**config.mk**
```make
export PLATFORM = sky130hd
export DESIGN_NAME = ux607_irq_capture_flat
export DESIGN_NICKNAME = d
export VERILOG_FILES = /design/src/rtl/ux607_irq_capture_pkg.sv /design/src/rtl/ux607_irq_capture_if.sv /design/src/rtl/ux607_irq_sync.sv /design/src/rtl/ux607_irq_capture.sv /design/src/flat_wrapper.sv
export SDC_FILE = /design/constraint.sdc
export NUM_CORES = 1
export LEC_CHECK = 0
export ABC_AREA = 0
export CORE_MARGIN = 2
export CORE_UTILIZATION = 51
export CTS_CLUSTER_DIAMETER = 40
export DETAILED_ROUTE_END_ITERATION = 16
export PLACE_DENSITY_LB_ADDON = 0.05
export SYNTH_ARGS = -nofsm -noshare
export SYNTH_HDL_FRONTEND = slang
export SYNTH_SLANG_ARGS = --single-unit
```
**constraint.sdc**
```tcl
create_clock -name clk -period 3.4 [get_ports clk]
set_clock_uncertainty 0.2 [all_clocks]
set_input_delay 0.68 -clock clk [delete_from_list [all_inputs] [get_ports clk]]
set_output_delay 0.68 -clock clk [all_outputs]
set_load 0.1 [all_outputs]
```
**src/rtl/ux607_irq_capture_pkg.sv**
```systemverilog
// ---------------------------------------------------------------------------
// ux607_irq_pkg
// Shared definitions for the ux607 interrupt capture block: FSM state
// encoding and default parameter values.
// ---------------------------------------------------------------------------
package ux607_irq_pkg;

  // Default number of maskable interrupt lines (ID = bit index).
  localparam int IRQ_NUM_DEF     = 16;
  // Default synchronizer depth per asynchronous input.
  localparam int SYNC_STAGES_DEF = 2;

  // Claim/complete handshake state.
  typedef enum logic [1:0] {
    ST_IDLE   = 2'd0,
    ST_OFFER  = 2'd1,
    ST_ACTIVE = 2'd2
  } irq_state_e;

endpackage

```
**src/rtl/ux607_irq_capture_if.sv**
```systemverilog
// ---------------------------------------------------------------------------
// ux607_irq_capture_if
// Claim/complete handshake between the interrupt capture block and the core.
//   master : capture block side (drives the offer, error pulse and active flag)
//   slave  : core side (drives accept and completion)
// Signals:
//   claim_valid    - an interrupt is offered
//   claim_id       - ID of the offered interrupt
//   claim_ready    - core accepts the offer
//   complete_valid - core finished servicing
//   complete_id    - ID being completed
//   complete_err   - one-cycle pulse on a bad completion
//   active         - an interrupt is in service
// ---------------------------------------------------------------------------
interface ux607_irq_capture_if
  import ux607_irq_pkg::*;
#(
  parameter int ID_W = $clog2(IRQ_NUM_DEF)
) ();

  logic            claim_valid;
  logic [ID_W-1:0] claim_id;
  logic            claim_ready;
  logic            complete_valid;
  logic [ID_W-1:0] complete_id;
  logic            complete_err;
  logic            active;

  modport master (
    output claim_valid,
    output claim_id,
    output complete_err,
    output active,
    input  claim_ready,
    input  complete_valid,
    input  complete_id
  );

  modport slave (
    input  claim_valid,
    input  claim_id,
    input  complete_err,
    input  active,
    output claim_ready,
    output complete_valid,
    output complete_id
  );

endinterface

```
**src/rtl/ux607_irq_sync.sv**
```systemverilog
// ---------------------------------------------------------------------------
// ux607_irq_sync
// Multi-flop synchronizer for one asynchronous input followed by a one-flop
// rising-edge detector.
// Ports:
//   clk, rst  - clock, asynchronous active-high reset
//   d_i       - raw asynchronous input
//   level_o   - synchronized level
//   rise_o    - one-cycle pulse on a synchronized 0->1 transition
// Parameters:
//   SYNC_STAGES - synchronizer depth, 2..3
// ---------------------------------------------------------------------------
module ux607_irq_sync #(
  parameter int SYNC_STAGES = 2
) (
  input  logic clk,
  input  logic rst,
  input  logic d_i,
  output logic level_o,
  output logic rise_o
);

  logic [SYNC_STAGES-1:0] stage_q;
  logic [SYNC_STAGES-1:0] stage_d;
  logic                   prev_q;
  logic                   prev_d;

  // Next state: shift the raw input in, remember the last synced level.
  always_comb begin
    stage_d = {stage_q[SYNC_STAGES-2:0], d_i};
    prev_d  = stage_q[SYNC_STAGES-1];
  end

  // Synchronizer chain and edge-history flop.
  always_ff @(posedge clk or posedge rst) begin
    if (rst) begin
      stage_q <= {SYNC_STAGES{1'b0}};
      prev_q  <= 1'b0;
    end else begin
      stage_q <= stage_d;
      prev_q  <= prev_d;
    end
  end

  assign level_o = stage_q[SYNC_STAGES-1];
  assign rise_o  = stage_q[SYNC_STAGES-1] & ~prev_q;

endmodule

```
**src/rtl/ux607_irq_capture.sv**
```systemverilog
// ---------------------------------------------------------------------------
// ux607_irq_capture
// Receives asynchronous interrupt lines, keeps per-line pending status (edge
// or level), picks the lowest eligible ID and offers it to the core through a
// claim/complete handshake. A separate NMI path latches a rising edge and
// holds the request until acknowledged.
// Ports:
//   clk, rst    - clock, asynchronous active-high reset
//   irq_i       - raw asynchronous interrupt lines
//   irq_edge_i  - per line: 1 = rising-edge triggered, 0 = level
//   irq_en_i    - per-line enable
//   bus         - claim/complete handshake (master side)
//   nmi_i       - raw asynchronous NMI
//   nmi_req_o   - NMI request, held until acknowledged
//   nmi_ack_i   - NMI acknowledge
// Build option:
//   UX607_IRQ_NMI_EN - when defined the NMI synchronizer, latch and handshake
//   are built; otherwise nmi_req_o is tied low and NMI inputs are ignored.
// ---------------------------------------------------------------------------
module ux607_irq_capture
  import ux607_irq_pkg::*;
#(
  parameter int IRQ_NUM     = IRQ_NUM_DEF,
  parameter int SYNC_STAGES = SYNC_STAGES_DEF,
  parameter int IRQ_ID_W    = $clog2(IRQ_NUM)
) (
  input  logic                clk,
  input  logic                rst,
  input  logic [IRQ_NUM-1:0]  irq_i,
  input  logic [IRQ_NUM-1:0]  irq_edge_i,
  input  logic [IRQ_NUM-1:0]  irq_en_i,
  ux607_irq_capture_if.master bus,
  input  logic                nmi_i,
  output logic                nmi_req_o,
  input  logic                nmi_ack_i
);

  localparam logic [1:0] S_IDLE   = ST_IDLE;
  localparam logic [1:0] S_OFFER  = ST_OFFER;
  localparam logic [1:0] S_ACTIVE = ST_ACTIVE;

  logic [IRQ_NUM-1:0]  level_s;
  logic [IRQ_NUM-1:0]  rise_s;
  logic [IRQ_NUM-1:0]  pend_s;
  logic [IRQ_NUM-1:0]  elig_s;
  logic [IRQ_NUM-1:0]  pend_edge_q;
  logic [IRQ_NUM-1:0]  pend_edge_d;
  logic [IRQ_ID_W-1:0] winner_s;
  logic                any_elig_s;
  logic                accept_s;

  logic [1:0]          state_q;
  logic [1:0]          state_d;
  logic                claim_valid_q;
  logic                claim_valid_d;
  logic [IRQ_ID_W-1:0] claim_id_q;
  logic [IRQ_ID_W-1:0] claim_id_d;
  logic                active_q;
  logic                active_d;
  logic [IRQ_ID_W-1:0] inserv_id_q;
  logic [IRQ_ID_W-1:0] inserv_id_d;
  logic                complete_err_q;
  logic                complete_err_d;

  for (genvar g = 0; g < IRQ_NUM; g++) begin : g_sync
    ux607_irq_sync #(
      .SYNC_STAGES (SYNC_STAGES)
    ) u_sync (
      .clk     (clk),
      .rst     (rst),
      .d_i     (irq_i[g]),
      .level_o (level_s[g]),
      .rise_o  (rise_s[g])
    );
  end

  assign accept_s = claim_valid_q & bus.claim_ready;

  // Pending status. Edge lines keep a sticky bit (a new edge beats the clear
  // on accept); level lines follow the synced level, masked while in service.
  always_comb begin
    pend_edge_d = {IRQ_NUM{1'b0}};
    pend_s      = {IRQ_NUM{1'b0}};
    for (int i = 0; i < IRQ_NUM; i++) begin
      if (irq_edge_i[i]) begin
        pend_edge_d[i] = rise_s[i] |
                         (pend_edge_q[i] & ~(accept_s && (claim_id_q == IRQ_ID_W'(i))));
        pend_s[i]      = pend_edge_q[i];
      end else begin
        pend_edge_d[i] = 1'b0;
        pend_s[i]      = level_s[i] & ~(active_q && (inserv_id_q == IRQ_ID_W'(i)));
      end
    end
  end

  assign elig_s     = pend_s & irq_en_i;
  assign any_elig_s = |elig_s;

  // Fixed priority: lowest eligible ID wins (scan downwards, last hit sticks).
  always_comb begin
    winner_s = {IRQ_ID_W{1'b0}};
    for (int i = IRQ_NUM - 1; i >= 0; i--) begin
      winner_s = elig_s[i] ? IRQ_ID_W'(i) : winner_s;
    end
  end

  // Claim/complete FSM next-state and output logic.
  always_comb begin
    state_d        = state_q;
    claim_valid_d  = claim_valid_q;
    claim_id_d     = claim_id_q;
    active_d       = active_q;
    inserv_id_d    = inserv_id_q;
    complete_err_d = 1'b0;
    case (state_q)
      S_IDLE: begin
        if (any_elig_s) begin
          claim_valid_d = 1'b1;
          claim_id_d    = winner_s;
          state_d       = S_OFFER;
        end else begin
          state_d = S_IDLE;
        end
        // Nothing in service: any completion is an error.
        if (bus.complete_valid) begin
          complete_err_d = 1'b1;
        end else begin
          complete_err_d = 1'b0;
        end
      end
      S_OFFER: begin
        // The offer is frozen until accepted, whatever happens to the lines.
        if (bus.claim_ready) begin
          claim_valid_d = 1'b0;
          active_d      = 1'b1;
          inserv_id_d   = claim_id_q;
          state_d       = S_ACTIVE;
        end else begin
          state_d = S_OFFER;
        end
        if (bus.complete_valid) begin
          complete_err_d = 1'b1;
        end else begin
          complete_err_d = 1'b0;
        end
      end
      S_ACTIVE: begin
        if (bus.complete_valid) begin
          if (bus.complete_id == inserv_id_q) begin
            active_d = 1'b0;
            state_d  = S_IDLE;
          end else begin
            complete_err_d = 1'b1;
          end
        end else begin
          state_d = S_ACTIVE;
        end
      end
      default: begin
        state_d       = S_IDLE;
        claim_valid_d = 1'b0;
        active_d      = 1'b0;
      end
    endcase
  end

  // Pending and FSM registers.
  always_ff @(posedge clk or posedge rst) begin
    if (rst) begin
      pend_edge_q    <= {IRQ_NUM{1'b0}};
      state_q        <= S_IDLE;
      claim_valid_q  <= 1'b0;
      claim_id_q     <= {IRQ_ID_W{1'b0}};
      active_q       <= 1'b0;
      inserv_id_q    <= {IRQ_ID_W{1'b0}};
      complete_err_q <= 1'b0;
    end else begin
      pend_edge_q    <= pend_edge_d;
      state_q        <= state_d;
      claim_valid_q  <= claim_valid_d;
      claim_id_q     <= claim_id_d;
      active_q       <= active_d;
      inserv_id_q    <= inserv_id_d;
      complete_err_q <= complete_err_d;
    end
  end

  assign bus.claim_valid  = claim_valid_q;
  assign bus.claim_id     = claim_id_q;
  assign bus.active       = active_q;
  assign bus.complete_err = complete_err_q;

`ifdef UX607_IRQ_NMI_EN
  logic nmi_level_unused;
  logic nmi_rise_s;
  logic nmi_req_q;
  logic nmi_req_d;

  ux607_irq_sync #(
    .SYNC_STAGES (SYNC_STAGES)
  ) u_nmi_sync (
    .clk     (clk),
    .rst     (rst),
    .d_i     (nmi_i),
    .level_o (nmi_level_unused),
    .rise_o  (nmi_rise_s)
  );

  // A new edge beats an acknowledge in the same cycle.
  always_comb begin
    nmi_req_d = nmi_rise_s | (nmi_req_q & ~nmi_ack_i);
  end

  // NMI request latch.
  always_ff @(posedge clk or posedge rst) begin
    if (rst) begin
      nmi_req_q <= 1'b0;
    end else begin
      nmi_req_q <= nmi_req_d;
    end
  end

  assign nmi_req_o = nmi_req_q;
`else
  logic nmi_unused;
  assign nmi_unused = nmi_i ^ nmi_ack_i;
  assign nmi_req_o  = 1'b0;
`endif

endmodule

```
**src/flat_wrapper.sv**
```systemverilog
// flat-port wrapper written by rule: the top's interface ports become plain ports
module ux607_irq_capture_flat import ux607_irq_pkg::*;
#(
  parameter int IRQ_NUM     = IRQ_NUM_DEF,
  parameter int SYNC_STAGES = SYNC_STAGES_DEF,
  parameter int IRQ_ID_W    = $clog2(IRQ_NUM)
)
  (clk, rst, irq_i, irq_edge_i, irq_en_i, nmi_i, nmi_req_o, nmi_ack_i, bus_claim_valid, bus_claim_id, bus_complete_err, bus_active, bus_claim_ready, bus_complete_valid, bus_complete_id);
  ux607_irq_capture_if #(.ID_W((4))) bus_i ();
  input  logic clk;
  input  logic rst;
  input  logic [IRQ_NUM-1:0] irq_i;
  input  logic [IRQ_NUM-1:0] irq_edge_i;
  input  logic [IRQ_NUM-1:0] irq_en_i;
  input  logic nmi_i;
  output logic nmi_req_o;
  input  logic nmi_ack_i;
  output wire logic [$bits(bus_i.claim_valid)-1:0] bus_claim_valid;
  output wire logic [$bits(bus_i.claim_id)-1:0] bus_claim_id;
  output wire logic [$bits(bus_i.complete_err)-1:0] bus_complete_err;
  output wire logic [$bits(bus_i.active)-1:0] bus_active;
  input wire logic [$bits(bus_i.claim_ready)-1:0] bus_claim_ready;
  input wire logic [$bits(bus_i.complete_valid)-1:0] bus_complete_valid;
  input wire logic [$bits(bus_i.complete_id)-1:0] bus_complete_id;
  assign bus_claim_valid = bus_i.claim_valid;
  assign bus_claim_id = bus_i.claim_id;
  assign bus_complete_err = bus_i.complete_err;
  assign bus_active = bus_i.active;
  assign bus_i.claim_ready = bus_claim_ready;
  assign bus_i.complete_valid = bus_complete_valid;
  assign bus_i.complete_id = bus_complete_id;
  ux607_irq_capture #(.IRQ_NUM(IRQ_NUM), .SYNC_STAGES(SYNC_STAGES), .IRQ_ID_W(IRQ_ID_W)) u_core (.clk(clk), .rst(rst), .irq_i(irq_i), .irq_edge_i(irq_edge_i), .irq_en_i(irq_en_i), .bus(bus_i), .nmi_i(nmi_i), .nmi_req_o(nmi_req_o), .nmi_ack_i(nmi_ack_i));
endmodule
```
# After elaboration in Yosys (flattened, before gate mapping)
# Cells that the tools add are included.
dict set report totals {
  ff_bits 77
  inputBits 58
}
dict set report op_classes {
  n_eq_ne 38
  mux 64
  n_bitwise 116
  reduce_logical 41
}
# operator count
set ops {}
lappend ops {{4-bit == test (second input constant)} 16}
lappend ops {{4-bit 2-to-1 mux} 16}
lappend ops {{1-bit NOT} 50}
lappend ops {{1-bit AND} 49}
lappend ops {{1-bit 2-to-1 mux} 41}
lappend ops {{4-bit by 3-bit == test with 1-bit output (second input constant)} 8}
lappend ops {{1-bit logical AND} 32}
lappend ops {{16-bit AND} 1}
lappend ops {{4-bit by 2-bit == test with 1-bit output (second input constant)} 4}
lappend ops {{1-bit bitwise OR} 16}
lappend ops {{16-bit OR reduction} 1}
lappend ops {{4-bit by 1-bit == test with 1-bit output (second input constant)} 2}
lappend ops {{4-bit logical NOT} 2}
lappend ops {{2-bit 2-to-1 mux} 3}
lappend ops {{1-bit one-hot mux with 3 select lines} 2}
lappend ops {{2-bit one-hot mux with 3 select lines} 1}
lappend ops {{4-bit == test} 1}
lappend ops {{2-bit by 1-bit != test with 1-bit output (second input constant)} 2}
lappend ops {{2-bit != test (second input constant)} 2}
lappend ops {{2-bit AND reduction} 2}
lappend ops {{4-bit AND reduction} 1}
lappend ops {{3-bit by 2-bit != test with 1-bit output (second input constant)} 1}
lappend ops {{3-bit AND reduction} 1}
lappend ops {{2-bit by 1-bit == test with 1-bit output (second input constant)} 1}
lappend ops {{other kinds (4)} 4}

# Depth between registers and ports, before layout
# Gate-level depths: netlist of run 1.
dict set report logic_depth {
  word_depth 22
  mapped_depth 6
  depth_no_buf 6
}

# Cells and area by module
# From an unflattened synthesis of run 1, not the netlist that was laid out.
dict set report hier_totals {
  cells_unflattened 268
  area_unflattened_um2 3428.3
}
# module instances cells_each area_per_inst_um2 seq_area_each_um2
set modules_own_cells {}
lappend modules_own_cells {ux607_irq_capture 1 188 1946.9 725.7}
lappend modules_own_cells {ux607_irq_sync 16 5 92.6 75.1}

# Worst setup path after synthesis of run 1
# OpenSTA, ideal clock, no wires.
dict set report synth_path {
  kind {register to register}
  startpoint {register u_core.active_q (netlist: u_core.bus.active)}
  endpoint {register u_core.claim_id_q[1] (netlist: u_core.bus.claim_id[1])}
  setup_time_ps 133
  arrival_ps 2385
  required_ps 3067
  setup_slack_ps 683
  stages_incl_launch_ff 7
  synth_period_minus_slack_ps 2717
  cell_sequence {dfrtp_1 > nand3_2 > o311ai_1 > nand4_1 > nand4b_4 > o31ai_1 > o32ai_1}
}
dict set report synth_via {
  elab_chain_cells 21
  elab_cells_between_ends 83
}
# element line
set synth_lines {}
lappend synth_lines {{start: declaration} ux607_irq_capture.sv:58} ;# logic active_q;
lappend synth_lines {{start signal: assignment} ux607_irq_capture.sv:182} ;# active_q <= active_d;
lappend synth_lines {{1-bit logical AND} ux607_irq_capture.sv:91} ;# pend_s[i] = level_s[i] & ~(active_q && (inserv_id_q == IRQ_ID_W'(i)));
lappend synth_lines {{1-bit NOT} ux607_irq_capture.sv:91}
lappend synth_lines {{1-bit AND} ux607_irq_capture.sv:91}
lappend synth_lines {{1-bit 2-to-1 mux} ux607_irq_capture.sv:85} ;# if (irq_edge_i[i]) begin
lappend synth_lines {{16-bit AND (*)} ux607_irq_capture.sv:96} ;# assign elig_s = pend_s & irq_en_i;
lappend synth_lines {{4-bit 2-to-1 mux (16 in series)} ux607_irq_capture.sv:103} ;# winner_s = elig_s[i] ? IRQ_ID_W'(i) : winner_s;
lappend synth_lines {{end signal: assignment} ux607_irq_capture.sv:173} ;# claim_id_q <= {IRQ_ID_W{1'b0}};
lappend synth_lines {{end signal: assignment} ux607_irq_capture.sv:181} ;# claim_id_q <= claim_id_d;
lappend synth_lines {{end: declaration} ux607_irq_capture.sv:56} ;# logic [IRQ_ID_W-1:0] claim_id_q;
# Every way passes the cells marked *; elsewhere a longest branch is shown, timed or not.
# A chain may end at the register's enable or synchronous reset.

# Final worst setup path of run 1
dict set report layout_path {
  startpoint {input port irq_edge_i[15]}
  endpoint {register u_core.claim_id_q[1] (netlist: u_core.bus.claim_id[1])}
}
dict set report layout_via {
  elab_chain_cells 18
  elab_cells_between_ends 20
}
# element line
set layout_lines {}
lappend layout_lines {{start: declaration} flat_wrapper.sv:13} ;# input logic [IRQ_NUM-1:0] irq_edge_i;
lappend layout_lines {{1-bit 2-to-1 mux (*)} ux607_irq_capture.sv:85}
lappend layout_lines {{16-bit AND (*)} ux607_irq_capture.sv:96}
lappend layout_lines {{4-bit 2-to-1 mux (16 in series)} ux607_irq_capture.sv:103}
# Marked as above.

==> results of run 1 <==
==> area by class of cell <==
| cell class | count | area [µm²] |
|---|---|---|
| clock buffer | 10 | 137.6 |
| clock inverter | 5 | 107.6 |
| fill | 470 | 1831 |
| inverter | 6 | 22.52 |
| multi-input combinational | 168 | 1219 |
| sequential | 77 | 1927 |
| tap | 75 | 93.84 |
| timing repair buffer | 64 | 618.1 |
==> layer usage <==
metal,global-route usage (%),vias up
li1,-,1071
met1,29.60,1102
met2,35.26,64
met3,5.368,14
met4,8.048,0
met5,0,-
==> cells in the mapped netlist (2+ instances only) <==
master	n	share of area (%)
o21ai_0	21	3.3
nand3_1	4	0.63
nor2b_1	3	0.59
a21boi_0	16	3.8
o311ai_2	3	1.5
o311ai_1	6	1.7
xor2_1	4	1.1
o21a_1	4	0.94
o31ai_1	3	0.71
dfrtp_1	77	61
nand2b_1	21	4.1
nand4_1	4	0.79
nand3b_1	3	0.71
o211ai_1	2	0.47
a21oi_1	3	0.47
inv_1	6	0.71
a21bo_2	3	0.94
or2_1	2	0.39
nor2_1	2	0.24
mux2_2	14	5.0
nand2_1	20	2.4
o311a_1	2	0.63
o21ai_1	4	0.63
and2_1	2	0.39
==> critical path, stage by stage <==
cell and delay, ns:
clkdlybuf4s50_1 0.51, mux2_2 0.35, o311ai_1 0.14, nand4_1 0.22
nand4b_4 0.25, o31ai_1 0.37, o32ai_1 0.14
==> per-stage QoR <==
step	std cells	total power, mW	utilization (%)	instance area, µm²
6_report	405	2.923	69.26	4125
5_1_grt	405	3.078	69.26	4125
4_1_cts	405	2.941	69.26	4125
3_5_place_dp	390	2.109	65.15	3880
3_3_place_gp	390	2.098	65.15	3880
2_1_floorplan	253	1.809	-	3179
==> power by group <==
part	total, mW	leakage (nW)	internal (mW)	switching, mW
logic	0.905	0.688	0.296	0.609
registers	1.19	0.926	1.03	0.155
clock network	0.833	0.123	0.507	0.325
total	2.92	1.74	1.83	1.09
==> how the worst min path moves through the flow <==
stage          slack, ns                                             to                                          start
4_1_cts             0.15   u_core.g_sync[2].u_sync.stage_q[1]$_DFF_PP0_   u_core.g_sync[2].u_sync.stage_q[0]$_DFF_PP0_
3_3_place_gp        0.13  u_core.g_sync[10].u_sync.stage_q[1]$_DFF_PP0_  u_core.g_sync[10].u_sync.stage_q[0]$_DFF_PP0_
2_1_floorplan       0.13   u_core.g_sync[0].u_sync.stage_q[1]$_DFF_PP0_   u_core.g_sync[0].u_sync.stage_q[0]$_DFF_PP0_
3_5_place_dp        0.14   u_core.g_sync[2].u_sync.stage_q[1]$_DFF_PP0_   u_core.g_sync[2].u_sync.stage_q[0]$_DFF_PP0_
5_1_grt             0.16   u_core.g_sync[9].u_sync.stage_q[1]$_DFF_PP0_   u_core.g_sync[9].u_sync.stage_q[0]$_DFF_PP0_
6_report            0.15   u_core.g_sync[9].u_sync.stage_q[1]$_DFF_PP0_   u_core.g_sync[9].u_sync.stage_q[0]$_DFF_PP0_
==> logic make-up after synthesis <==
group / count (synthesis) / synth area share (%)
other: 1 / 0.1180
muxes: 15 / 5.313
and+or+nand+nor: 69 / 12.59
buffers and inverters: 8 / 1.062
DFF: 77 / 60.61
AOI/OAI and AO/OA: 79 / 19.21
xor gates and xnor gates: 4 / 1.102
==> flip-flops by register name, indices dropped and copies added, names as in the netlist <==
name and flops:
u_core.state_q 2, u_core.bus.complete_err 1, u_core.g_sync.u_sync.prev_q 16, u_core.inserv_id_q 4, u_core.bus.active 1, u_core.bus.claim_valid 1
u_core.pend_edge_q 16, u_core.bus.claim_id 4, u_core.g_sync.u_sync.stage_q 32
==> out/qor.csv, run 1 <==
stage,metric,value,unit
critical_path,r2r_slack,0.89,ns
critical_path,cp-endpoint,u_core.bus.claim_id[1]$_DFFE_PP0P_,
placed_design,pre_cts_ws,0.4215,ns
yosys,synth-edff-count,0,
timing,tns,0,ns
min_path,hp-class,reg2reg,
power,power_density,708.7,mW/mm²
placed_design,gp_congestion,0.8495,
detailed_routing,routed_wl,6920,µm
clock_tree,cts_tree,built,
die,die_height,82.96,µm
critical_path,crit_type,in2reg,
timing,whs,0.1514,ns
detailed_routing,dr_total_vias,2251,
min_path,hold_depth,0,
clock_tree,cts_hold_buf,0,
timing,fmax,377.4,MHz
yosys,ys_seq_elements,77,
critical_path,cp-start-kind,input pin,
power,vdd_drop_max,567.0,µV
detailed_routing,drt_iter0_drc,96,
clock_tree,insertion_delay,0.34,ns
final_layout,final_common_cell,dfrtp_1,
detailed_routing,viasPerCell,5.558,
clock_tree,cts_root_buf,clkbuf_8,
power,p_leak,1.737,nW
timing,hold_violations,0,
grt,grt_max_degree,28,
yosys,synth_ff_type,dfrtp_1,
grt,track_usage,22.10,%
final_layout,areaGrowthSynthToFinish,29.75,%
critical_path,startpoint,irq_edge_i[15],
die,rows,28,
timing,worst_pin_slew,0.5678,ns
yosys,syn_area,0.003179,mm²
detailed_routing,wl_met3,379,µm
critical_path,ff2ff_path_depth,6,
die,core,0.005956,mm²
detailed_routing,m1WireLength,3022,µm
placed_design,io_buffers,62,
yosys,syn_nets,311,
timing,finalCritPeriodShare,77.94,%
final_layout,drive_gt1_share,15.76,%
critical_path,arrival,2.66,ns
yosys,syn_inst,253,
detailed_routing,drt_pass1_iterations,4,
clock_tree,htree_levels,3,
yosys,async_reset_ff_share,100.0,%
clock_tree,cts-buffers-inserted,9,
die,die-area,0.006882,mm²
die,boundaryPins,66,
critical_path,cp_max_fo,4,
clock_tree,cts_setup_buffers,0,
critical_path,endpoint_kind,flip-flop,
job,max_cap_violations,0,
timing,finalSetupViolCount,0,
grt,grt.overflow.total,0,
timing,min_period,2.650,ns
grt,antenna_found_initial,0,
die,start_util,53.38,%
detailed_routing,drc,0,
final_layout,diodes,0,
timing,max_slew_margin,62.09,%
timing,setup_ws,0.7501,ns
clock_tree,clock_path_buffers,2,
detailed_routing,wl_met2,3385,µm
yosys,seq_area_frac_synth,60.61,%
grt,grt_pass1_wl,11960,µm
final_layout,most-common-layout-cells,"dfrtp_1 (77), clkdlybuf4s50_1 (55), o21ai_0 (21), nand2b_1 (21), nand2_1 (20)",
critical_path,timing.rr.end,u_core.bus.claim_id[1]$_DFFE_PP0P_,
die,die_width,82.96,µm
clock_tree,clock-sinks,77,
clock_tree,cts_resized,0,
yosys,yosysWarnings,0,
status,status,completed,
timing,rsz0062_at_grt,false,
detailed_routing,wire_per_inst,17.09,µm
critical_path,critPathRequiredTime,3.41,ns
detailed_routing,drtAntennaViolNets,0,
yosys,synth_area_per_cell,12.57,µm²
yosys,synth_cell_types,48,
final_layout,fin_nets,384,
clock_tree,clk_pin_slew,0.07,ns
placed_design,dp_hpwl,5177,µm
timing,report.final.slew_viol_count,0,
detailed_routing,highest_layer,met4,
grt,grt_pass1_vias,2405,
critical_path,r2r-start,u_core.inserv_id_q[0]$_DFFE_PP0P_,
(Power assumes the default switching activity.)
==> run 2, diff against run 1 <==
Settings changed: CORE_UTILIZATION 51 to 46.
Clock period 3.4 ns to 2.35 ns, I/O delays scaled along.
==> run 2 against run 1 <==
Net effect: critical path depth is the same; cell count grew 8.1%; register-to-register slack lost 0.80 ns; design area grew 9.4%; worst setup slack lost 0.67 ns; clock power grew 17%; global-route usage shrank 1.7 points; core utilization shrank 2.5 points; sequential cell count is the same; via count grew 4.1%; largest cell class unchanged.
==> out/qor.csv, run 2 (synthesis gave the netlist of run 1 again) <==
stage,metric,value,unit,change
detailed_routing,drt_pass1_iterations,4,,unchanged
critical_path,cp-start-kind,input pin,,
critical_path,cp-endpoint,u_core.bus.claim_id[1]$_DFFE_PP0P_,,
power,p_leak,1.892,nW,+8.9%
critical_path,critPathSlowestCell,clkdlybuf4s50_1,,
final_layout,final_common_cell,dfrtp_1,,
critical_path,ff2ff_path_depth,6,,unchanged
clock_tree,cts_tree,built,,
detailed_routing,viasPerCell,5.352,,-3.7%
critical_path,endpoint_kind,flip-flop,,
clock_tree,htree_levels,3,,unchanged
clock_tree,cts-buffers-inserted,9,,unchanged
detailed_routing,routed_wl,7297,µm,+5.4%
die,die_height,87.14,µm,+5.0%
timing,report.final.slew_viol_count,0,,unchanged
critical_path,startpoint,irq_edge_i[6],,
timing,min_period,2.269,ns,
die,die_width,87.14,µm,+5.0%
final_layout,multi_input_area,0.001414,mm²,+16%
grt,grt.overflow.total,0,,unchanged
final_layout,areaGrowthSynthToFinish,41.91,%,
grt,antenna_found_initial,0,,unchanged
final_layout,top_register,u_core.g_sync.u_sync.stage_q,,
status,status,completed,,
die,start_util,47.06,%,-6.3 points
grt,grt_max_degree,78,,+180%
critical_path,arrival,2.30,ns,-0.36 ns
critical_path,r2r-start,u_core.inserv_id_q[1]$_DFFE_PP0P_,,
final_layout,drive_gt1_share,27.37,%,+12 points
critical_path,cp_max_fo,3,,-1
critical_path,r2r_slack,0.09,ns,-0.80 ns
grt,grt_pass1_vias,2310,,-4.0%
die,rows,30,,+7.1%
clock_tree,insertion_delay,0.35,ns,about the same
timing,tns,0,ns,unchanged
detailed_routing,wire_per_inst,16.66,µm,-2.5%
die,boundaryPins,66,,unchanged
placed_design,pre_cts_ws,-0.3340,ns,-0.7555 ns
detailed_routing,dr_total_vias,2344,,+4.1%
grt,track_usage,20.43,%,-1.7 points
final_layout,fillers,527,,+12%
final_layout,most-common-layout-cells,"dfrtp_1 (74), clkdlybuf4s50_1 (54), buf_4 (34)",,
final_layout,fin_nets,411,,+7.0%
clock_tree,clock-sinks,77,,unchanged
critical_path,path_cells,"clkdlybuf4s50_1, mux2_1, o311a_1, or2_1, a311oi_2, o211a_1, o32ai_2",,
placed_design,dp_hpwl,5140,µm,-0.71%
final_layout,top_regs,"u_core.g_sync.u_sync.stage_q x32, u_core.g_sync.u_sync.prev_q x16, u_core.pend_edge_q x16",,
timing,setup_ws,0.08118,ns,-0.6689 ns
die,core,0.006756,mm²,+13%
placed_design,io_buffers,62,,unchanged
clock_tree,cts_root_buf,clkbuf_8,,
final_layout,largest_reg_flops,32,,unchanged
clock_tree,clock_path_buffers,2,,unchanged
die,die-area,0.007593,mm²,+10%
min_path,hp-class,reg2reg,,
final_layout,final_core_util,66.78,%,-2.5 points
power,power_density,964.2,mW/mm²,+36%
placed_design,gp_congestion,0.7917,,-6.8%
critical_path,crit_type,in2reg,,
job,max_cap_violations,0,,unchanged
timing,finalCritPeriodShare,96.55,%,
timing,fmax,440.8,MHz,
critical_path,critPathRequiredTime,2.38,ns,-1.03 ns
critical_path,path_buf_inv,1,,unchanged
timing,finalSetupViolCount,0,,unchanged
timing,max_slew_margin,63.32,%,+1.2 points
critical_path,cp_top_family,compound AO/OA/AOI/OAI gates,,
detailed_routing,drtAntennaViolNets,0,,unchanged
final_layout,seq_area,0.001933,mm²,+0.32%
detailed_routing,drc,0,,unchanged
critical_path,cp.depth,7,,unchanged
timing,worst_pin_slew,0.5481,ns,-0.01967 ns
power,vdd_drop_max,487.8,µV,-14%
clock_tree,clk_pin_slew,0.08,ns,about the same
critical_path,timing.rr.end,u_core.bus.claim_id[1]$_DFFE_PP0P_,,
detailed_routing,drt_iter0_drc,112,,+17%
critical_path,cp_slowest_stage_delay,0.49,ns,-0.02 ns
timing,hold_violations,0,,unchanged
grt,grt_pass1_wl,11470,µm,-4.1%
final_layout,diodes,0,,unchanged
[run 2: cell types whose count changed in the layout (fill, tap and decap cells not counted), moves of 3 or more]
cell      change
dfrtp_1       -3
clkinv_2      +4
o311ai_4      +6
buf_4        +25
o311ai_1      -6
[run 2: metal layers]
metal  track usage (%)  vias to the layer above  wire length, µm
met5                 0                        -                0
met4             6.294                        0              114
met3             6.161                        9              374
met2             32.89                       51             3568
met1             26.73                     1163             3240
li1                  -                     1121                -
[run 2: how the worst min path moves through the flow]
stage | startpoint | to | slack, ns | depth (start not counted)
after CTS | u_core.g_sync[2].u_sync.stage_q[0]$_DFF_PP0_ | u_core.g_sync[2].u_sync.stage_q[1]$_DFF_PP0_ | 0.15 | 0
after global placement | u_core.g_sync[10].u_sync.stage_q[0]$_DFF_PP0_ | u_core.g_sync[10].u_sync.stage_q[1]$_DFF_PP0_ | 0.13 | 0
after detailed placement | u_core.g_sync[6].u_sync.stage_q[0]$_DFF_PP0_ | u_core.g_sync[6].u_sync.stage_q[1]$_DFF_PP0_ | 0.14 | 0
after floorplan | u_core.g_sync[0].u_sync.stage_q[0]$_DFF_PP0_ | u_core.g_sync[0].u_sync.stage_q[1]$_DFF_PP0_ | 0.13 | 0
after global routing | u_core.g_sync[2].u_sync.stage_q[0]$_DFF_PP0_ | u_core.g_sync[2].u_sync.stage_q[1]$_DFF_PP0_ | 0.16 | 0
final | u_core.g_sync[2].u_sync.stage_q[0]$_DFF_PP0_ | u_core.g_sync[2].u_sync.stage_q[1]$_DFF_PP0_ | 0.15 | 0
[run 2: metrics by stage]
| stage | hold slack, ns | cell area (µm²) | power, mW | instances |
|---|---|---|---|---|
| 6_report | 0.1486 | 4512 | 4.350 | 438 |
| 5_1_grt | 0.1583 | 4512 | 4.579 | 438 |
| 4_1_cts | 0.1503 | 4297 | 4.191 | 435 |
| 3_5_place_dp | 0.1357 | 4099 | 3.206 | 419 |
| 3_3_place_gp | 0.1330 | 4099 | 3.196 | 419 |
| 2_1_floorplan | 0.1312 | 3187 | 2.625 | 253 |
[run 2: cell type report]
| type | count | area share [%] |
|---|---|---|
| Clock inverter | 7 | 1.470 |
| Clock buffer | 9 | 2.745 |
| Timing Repair Buffer | 91 | 18.80 |
| Sequential cell | 77 | 42.85 |
| Inverter | 6 | 0.5824 |
| Tap cell | 80 | 2.219 |
| Multi-Input combinational cell | 168 | 31.34 |
[run 2: timing repair]
item / in CTS / in global routing
setup buffers: 0 / 3
setup endpoints to repair: 3 / 5
hold buffers: 0 / 0
pin swaps: 0 / 4
gates resized for setup: 1 / 31
endpoints found under the hold margin: 0 / 0
[run 2: where the power goes]
part           switching [mW]  internal, mW  total (mW)  leakage (nW)
combinational            1.01         0.631        1.65         0.870
clock                   0.489         0.484       0.973        0.0987
sequential              0.231          1.50        1.73         0.923
